===== src/rtl/pipeline_pkg.sv =====
// Shared definitions for the program-load controller.
//   state_t         : controller state encoding (IDLE..ERR)
//   DEFAULT_ADDR_W  : default instruction-memory address width
//   DEFAULT_DATA_W  : default instruction word width
//   accepts_start() : true in the states where a start pulse begins a load
package pipeline_pkg;

    localparam int DEFAULT_ADDR_W = 32;
    localparam int DEFAULT_DATA_W = 16;

    typedef enum logic [2:0] {
        IDLE    = 3'd0,
        FM_CLR  = 3'd1,
        LOAD    = 3'd2,
        CPU_RST = 3'd3,
        RUN     = 3'd4,
        ERR     = 3'd5
    } state_t;

    // Quiescent states: a start pulse here (re)starts the load sequence.
    function automatic logic accepts_start(input state_t s);
        return (s == IDLE) || (s == RUN) || (s == ERR);
    endfunction

endpackage


===== src/rtl/program_load_ctrl_pulse_counter.sv =====
// pulse_counter: loadable down-counter with a terminal flag.
//   clk      : clock, rising edge
//   reset    : asynchronous active-low reset (count clears to 0)
//   load     : load load_val this cycle (has priority over dec)
//   load_val : value to load
//   dec      : decrement by one, saturating at zero
//   terminal : count is zero
// Loading N-1 and leaving on terminal gives a phase lasting exactly N cycles.
module pulse_counter #(
    parameter int W = 8
) (
    input  logic         clk,
    input  logic         reset,
    input  logic         load,
    input  logic [W-1:0] load_val,
    input  logic         dec,
    output logic         terminal
);

    logic [W-1:0] count_reg;

    always_ff @(posedge clk or negedge reset) begin
        if (!reset) begin
            count_reg <= '0;
        end else if (load) begin
            count_reg <= load_val;
        end else if (dec && (count_reg != '0)) begin
            count_reg <= count_reg - W'(1);
        end
    end

    assign terminal = (count_reg == '0);

endmodule


===== src/rtl/program_load_ctrl.sv =====
// program_load_ctrl: boot-time sequencer for instruction-memory load and
// processor reset release.
//   clk, reset        : clock and asynchronous active-low reset
//   start             : one-cycle pulse, begins (or restarts) a load
//   base_addr         : first write address, sampled on start
//   word_count        : number of words to load, sampled on start
//   in_valid/in_data  : instruction word stream
//   in_ready          : combinational; word accepted when in_valid && in_ready
//   fm_we/addr/data   : instruction-memory write port (registered)
//   fm_rst            : instruction-memory reset, active-high
//   cpu_reset         : processor reset, active-high, low only in RUN
//   busy/done/error   : FM_CLR|LOAD|CPU_RST / RUN / ERR status
module program_load_ctrl
    import pipeline_pkg::*;
#(
    parameter int ADDR_W         = DEFAULT_ADDR_W,
    parameter int DATA_W         = DEFAULT_DATA_W,
    parameter int CNT_W          = 16,
    parameter int FM_RST_CYCLES  = 2,
    parameter int CPU_RST_CYCLES = 2,
    parameter int TIMEOUT        = 1024
) (
    input  logic              clk,
    input  logic              reset,
    input  logic              start,
    input  logic [ADDR_W-1:0] base_addr,
    input  logic [CNT_W-1:0]  word_count,
    input  logic              in_valid,
    input  logic [DATA_W-1:0] in_data,
    output logic              in_ready,
    output logic              fm_we,
    output logic [ADDR_W-1:0] fm_addr,
    output logic [DATA_W-1:0] fm_data,
    output logic              fm_rst,
    output logic              cpu_reset,
    output logic              busy,
    output logic              done,
    output logic              error
);

    localparam int PHASE_MAX = (FM_RST_CYCLES > CPU_RST_CYCLES) ? FM_RST_CYCLES : CPU_RST_CYCLES;
    localparam int PHASE_W   = $clog2(PHASE_MAX + 1);
    localparam int IDLE_W    = $clog2(TIMEOUT + 1);

    state_t            state_reg;
    logic [ADDR_W-1:0] base_reg;
    logic [CNT_W-1:0]  count_reg;
    logic [CNT_W-1:0]  index_reg;
    logic [CNT_W-1:0]  index_next;
    logic              fm_we_reg;
    logic [ADDR_W-1:0] fm_addr_reg;
    logic [DATA_W-1:0] fm_data_reg;
    logic              fm_rst_reg;
    logic              cpu_reset_reg;
    logic              busy_reg;
    logic              done_reg;
    logic              error_reg;

    logic               transfer;
    logic               last_xfer;
    logic               phase_load;
    logic [PHASE_W-1:0] phase_load_val;
    logic               phase_dec;
    logic               phase_term;
    logic               idle_load;
    logic               idle_dec;
    logic               idle_term;

    assign in_ready   = (state_reg == LOAD) && (index_reg < count_reg);
    assign transfer   = in_ready && in_valid;
    assign index_next = index_reg + CNT_W'(1);
    assign last_xfer  = transfer && (index_next == count_reg);

    // Phase counter times both FM_CLR and CPU_RST. FM_CLR is armed by start;
    // CPU_RST is armed on the edge that leaves FM_CLR (empty load) or issues
    // the last write.
    always_comb begin
        phase_load     = 1'b0;
        phase_load_val = PHASE_W'(FM_RST_CYCLES - 1);
        phase_dec      = (state_reg == FM_CLR) || (state_reg == CPU_RST);
        if (accepts_start(state_reg) && start) begin
            phase_load = 1'b1;
        end else if ((state_reg == FM_CLR) && phase_term && (count_reg == '0)) begin
            phase_load     = 1'b1;
            phase_load_val = PHASE_W'(CPU_RST_CYCLES - 1);
        end else if (last_xfer) begin
            phase_load     = 1'b1;
            phase_load_val = PHASE_W'(CPU_RST_CYCLES - 1);
        end
    end

    // Idle counter: rearmed on LOAD entry and on every transfer, so ERR is
    // taken after exactly TIMEOUT consecutive non-transfer LOAD cycles.
    always_comb begin
        idle_load = ((state_reg == FM_CLR) && phase_term) || transfer;
        idle_dec  = (state_reg == LOAD) && !transfer;
    end

    pulse_counter #(.W(PHASE_W)) u_phase_cnt (
        .clk      (clk),
        .reset    (reset),
        .load     (phase_load),
        .load_val (phase_load_val),
        .dec      (phase_dec),
        .terminal (phase_term)
    );

    pulse_counter #(.W(IDLE_W)) u_idle_cnt (
        .clk      (clk),
        .reset    (reset),
        .load     (idle_load),
        .load_val (IDLE_W'(TIMEOUT - 1)),
        .dec      (idle_dec),
        .terminal (idle_term)
    );

    always_ff @(posedge clk or negedge reset) begin
        if (!reset) begin
            state_reg     <= IDLE;
            base_reg      <= '0;
            count_reg     <= '0;
            index_reg     <= '0;
            fm_we_reg     <= 1'b0;
            fm_addr_reg   <= '0;
            fm_data_reg   <= '0;
            fm_rst_reg    <= 1'b0;
            cpu_reset_reg <= 1'b1;
            busy_reg      <= 1'b0;
            done_reg      <= 1'b0;
            error_reg     <= 1'b0;
        end else begin
            // Write enable is a single-cycle strobe; address/data hold.
            fm_we_reg <= 1'b0;
            case (state_reg)
                IDLE, RUN, ERR: begin
                    if (start) begin
                        base_reg      <= base_addr;
                        count_reg     <= word_count;
                        index_reg     <= '0;
                        state_reg     <= FM_CLR;
                        fm_rst_reg    <= 1'b1;
                        cpu_reset_reg <= 1'b1;
                        busy_reg      <= 1'b1;
                        done_reg      <= 1'b0;
                        error_reg     <= 1'b0;
                    end
                end
                FM_CLR: begin
                    if (phase_term) begin
                        fm_rst_reg <= 1'b0;
                        state_reg  <= (count_reg == '0) ? CPU_RST : LOAD;
                    end
                end
                LOAD: begin
                    if (transfer) begin
                        fm_we_reg   <= 1'b1;
                        fm_addr_reg <= base_reg + ADDR_W'(index_reg);
                        fm_data_reg <= in_data;
                        index_reg   <= index_next;
                        if (last_xfer) begin
                            state_reg <= CPU_RST;
                        end
                    end else if (idle_term) begin
                        state_reg <= ERR;
                        busy_reg  <= 1'b0;
                        error_reg <= 1'b1;
                    end
                end
                CPU_RST: begin
                    if (phase_term) begin
                        state_reg     <= RUN;
                        cpu_reset_reg <= 1'b0;
                        busy_reg      <= 1'b0;
                        done_reg      <= 1'b1;
                    end
                end
                default: begin
                    state_reg <= IDLE;
                end
            endcase
        end
    end

    assign fm_we     = fm_we_reg;
    assign fm_addr   = fm_addr_reg;
    assign fm_data   = fm_data_reg;
    assign fm_rst    = fm_rst_reg;
    assign cpu_reset = cpu_reset_reg;
    assign busy      = busy_reg;
    assign done      = done_reg;
    assign error     = error_reg;

endmodule

===== config.mk =====
export PLATFORM = sky130hd
export DESIGN_NAME = program_load_ctrl
export DESIGN_NICKNAME = d
export VERILOG_FILES = /design/src/rtl/pipeline_pkg.sv /design/src/rtl/program_load_ctrl_pulse_counter.sv /design/src/rtl/program_load_ctrl.sv
export SDC_FILE = /design/constraint.sdc
export NUM_CORES = 1
export LEC_CHECK = 0
export ABC_AREA = 1
export BUFFER_PORTS_ARGS = -buffer_cell sky130_fd_sc_hd__buf_2
export CORE_MARGIN = 5
export CORE_UTILIZATION = 45
export CTS_CLUSTER_SIZE = 25
export DETAILED_ROUTE_END_ITERATION = 8
export HOLD_SLACK_MARGIN = 0.03
export PLACE_DENSITY_LB_ADDON = 0.1
export SLEW_MARGIN = 20
export SYNTH_ARGS = -nofsm -noshare
export SYNTH_HDL_FRONTEND = slang
export SYNTH_SLANG_ARGS = --single-unit

===== constraint.sdc =====
create_clock -name clk -period 3 [get_ports clk]
set_input_delay 0.3 -clock clk [delete_from_list [all_inputs] [get_ports clk]]
set_output_delay 0.3 -clock clk [all_outputs]
set_load 0.03 [all_outputs]

==> results.toml <==
[outcome]
outcome = "completed"

[global_routing]
grt_start_max_net_pins = 72
use_met1 = 0.295
grtUsageMet3 = 0.0434
grt_pass1_wl_um = 34000
busiest_layer = "met2"
grt_remaining_overflow = 0
grtUsageMet2 = 0.335
grt_pass1_vias = 6766
antenna_found_initial = 1
grt_use_total = 0.214

[setup_path]
arrival_ns = 2.91
cp-start-kind = "flip-flop"
endpoint_kind = "flip-flop"
endpoint = "fm_addr[28]$_DFFE_PN0P_"
worst-r2r-cell-count = 12
r2r-start = "index_reg[0]$_DFFE_PN0P_"
path_max_fanout = 5
r2r_slack_ns = 0.45
timing.rr.end = "fm_addr[28]$_DFFE_PN0P_"
critical_path_required_ns = 3.36
setup.worst_path.class = "flip-flop to flip-flop"
cp-startpoint = "index_reg[0]$_DFFE_PN0P_"

[route]
drtPass1Iterations = 5
vias = 6982
vias_per_cell = 4.97
drt_wl_total_um = 20600
drt_iter0_markers = 466
detail_route.wl_per_cell_um = 14.6
drtAntennaViolNets = 0
drc = 0

[final_layout]
final_util = 0.541
mostFrequentLayoutCell = "nand2_1"
drive_above_1_share = 0.166
nNetsFinal = 1269
stdcell_area_um2 = 9230
final_cell_mix = "367 x nand2_1, 133 x dfrtp_1, 121 x buf_2"
syn_to_final_growth_pct = 19.5

[clock_network]
clock_sinks = 134
cts_tree = "done"
path_clk_slew_ns = 0.06
postCtsSetupBuffers = 0
cts-hold-fix-buffers = 1
insertion_delay_ns = 0.43
cts_resized = 0
clockRootBuffer = "clkbuf_16"
max-clock-path-buffers = 2
numCtsBuffers = 17
ctsHtreeMaxLevel = 4

[timing]
maxSlewViolCount = 0
worst_pin_slew_ns = 0.707
hold_viol = 0
slew_headroom = 0.525
skew_ns = 0.00985
finalSetupViolations = 0
setup_tns_ns = 0
final.min_clock_period_ns = 2.55
min_period_over_period = 0.851
fmax_mhz = 392
rsz0062_at_grt = "false"

[floorplan]
io_pins = 123
fp.dieH_um = 141
core_um2 = 17100
die_w_um = 141
dieArea_um2 = 19900
start_util = 0.453
rows = 48

[synthesis]
synth_cell_types = 39
netlist_area_um2 = 7730
ys_seq_area_frac = 0.434
synth-seq-cells = 134
avgSynthCellArea_um2 = 7.45
synthCells = 1037
ys_warn_count = 0
yosys.area.top_type = "dfrtp_1"
syn_nets = 1141
synth.top_cell.area_share = 0.431
synth.area.top_cells = "dfrtp_1 43%, nand2_1 18%, ha_1 5.7%, o21ai_0 5.4%, inv_1 4.6%"

[pwr]
p_int_mw = 5.01
pwr-share-clk = 0.245
leakagePower_nw = 4.68
power_frac_seq = 0.334
worst_ir_drop_vdd_mv = 0.460
power_frac_comb = 0.421
swShare = 0.430
power.density_nw_per_um2 = 953
p_switching_mw = 3.79

[placed_design]
gp_congestion = 0.928
place_area_um2 = 8610
hpwl_um = 15700
io_buffers = 122

[min_path]
hold_path.class = "primary input to flip-flop"

[run]
maxCapViolations = 0
-- routing by layer --
metal  wire, µm  vias to the layer above
li1           -                     3611
met3        929                       36
met2       9240                      152
met5          0                        -
met4        521                        0
met1       9880                     3183
-- cell usage after synthesis (all sizes together) --
cell type  instances
a21boi             2
a21o               2
a21oi             35
a2bb2oi            1
a31oi              2
and2               2
buf               14
clkbuf            10
clkinv             1
dfrtp            133
dfstp              1
fa                 1
ha                35
inv               98
nand2            377
nand3             72
nand3b             4
nand4             19
nor2              85
nor3              14
nor4               3
o211ai             3
o21a               2
o21ai             90
o21bai             2
o22ai              1
or2                1
xnor2              9
xor2              18
-- stage by stage --
step	setup WS [ns]	hold WS (ns)	power, mW	cells
after floorplan	0.816	0.00441	5.59	1037
after global placement	0.508	0.352	6.66	1370
after detailed placement	0.444	0.349	6.70	1370
after CTS	0.434	0.0531	8.90	1403
after global routing	0.195	0.0669	9.52	1404
final	0.448	0.0685	8.80	1404
-- power by group through the flow --
stage / Sequential, mW / Combinational, mW / Clock (mW)
final: 2.94 / 3.71 / 2.16
after global routing: 3.04 / 4.19 / 2.29
after CTS: 2.94 / 3.75 / 2.21
after detailed placement: 2.97 / 3.73 / 0
after global placement: 2.97 / 3.69 / 0
after floorplan: 3.51 / 2.08 / 0
-- worst min-delay path by stage --
stage,startpoint,endpoint,cells past startpoint
after floorplan,reset,base_reg[0]$_DFFE_PN0P_,0
after global placement,reset,fm_addr[9]$_DFFE_PN0P_,1
after detailed placement,reset,fm_addr[9]$_DFFE_PN0P_,1
after CTS,in_data[6],fm_data[6]$_DFFE_PN0P_,3
after global routing,base_addr[26],base_reg[26]$_DFFE_PN0P_,3
final,word_count[0],count_reg[0]$_DFFE_PN0P_,3
-- layout make-up --
type                            instances  area (µm²)
Inverter                               99         373
Antenna cell                            1        2.50
Fill cell                            1673        7820
Clock inverter                         11         149
Tap cell                              225         282
Timing Repair Buffer                  133         727
Multi-Input combinational cell        780        3880
Clock buffer                           21         460
Sequential cell                       134        3350
-- kinds of logic after synthesis --
family          after synthesis  synth area share
simple gates                577             0.317
compound gates              140            0.0957
flops                       134             0.434
buf+inv                     123            0.0630
fa+ha+maj                    36            0.0593
xor+xnor                     27            0.0306
-- critical path, cell delays in order, from the launching register on --
cell,delay [ns]
dfrtp_1,0.43
ha_1,0.24
inv_1,0.08
fa_1,0.44
o21ai_2,0.19
a21oi_1,0.12
o21bai_1,0.30
nand3_1,0.11
nand2_1,0.17
nand2_1,0.11
o21ai_0,0.15
nand3_1,0.09
nand2_1,0.07
No activity file was read; power rests on OpenSTA's default activity.
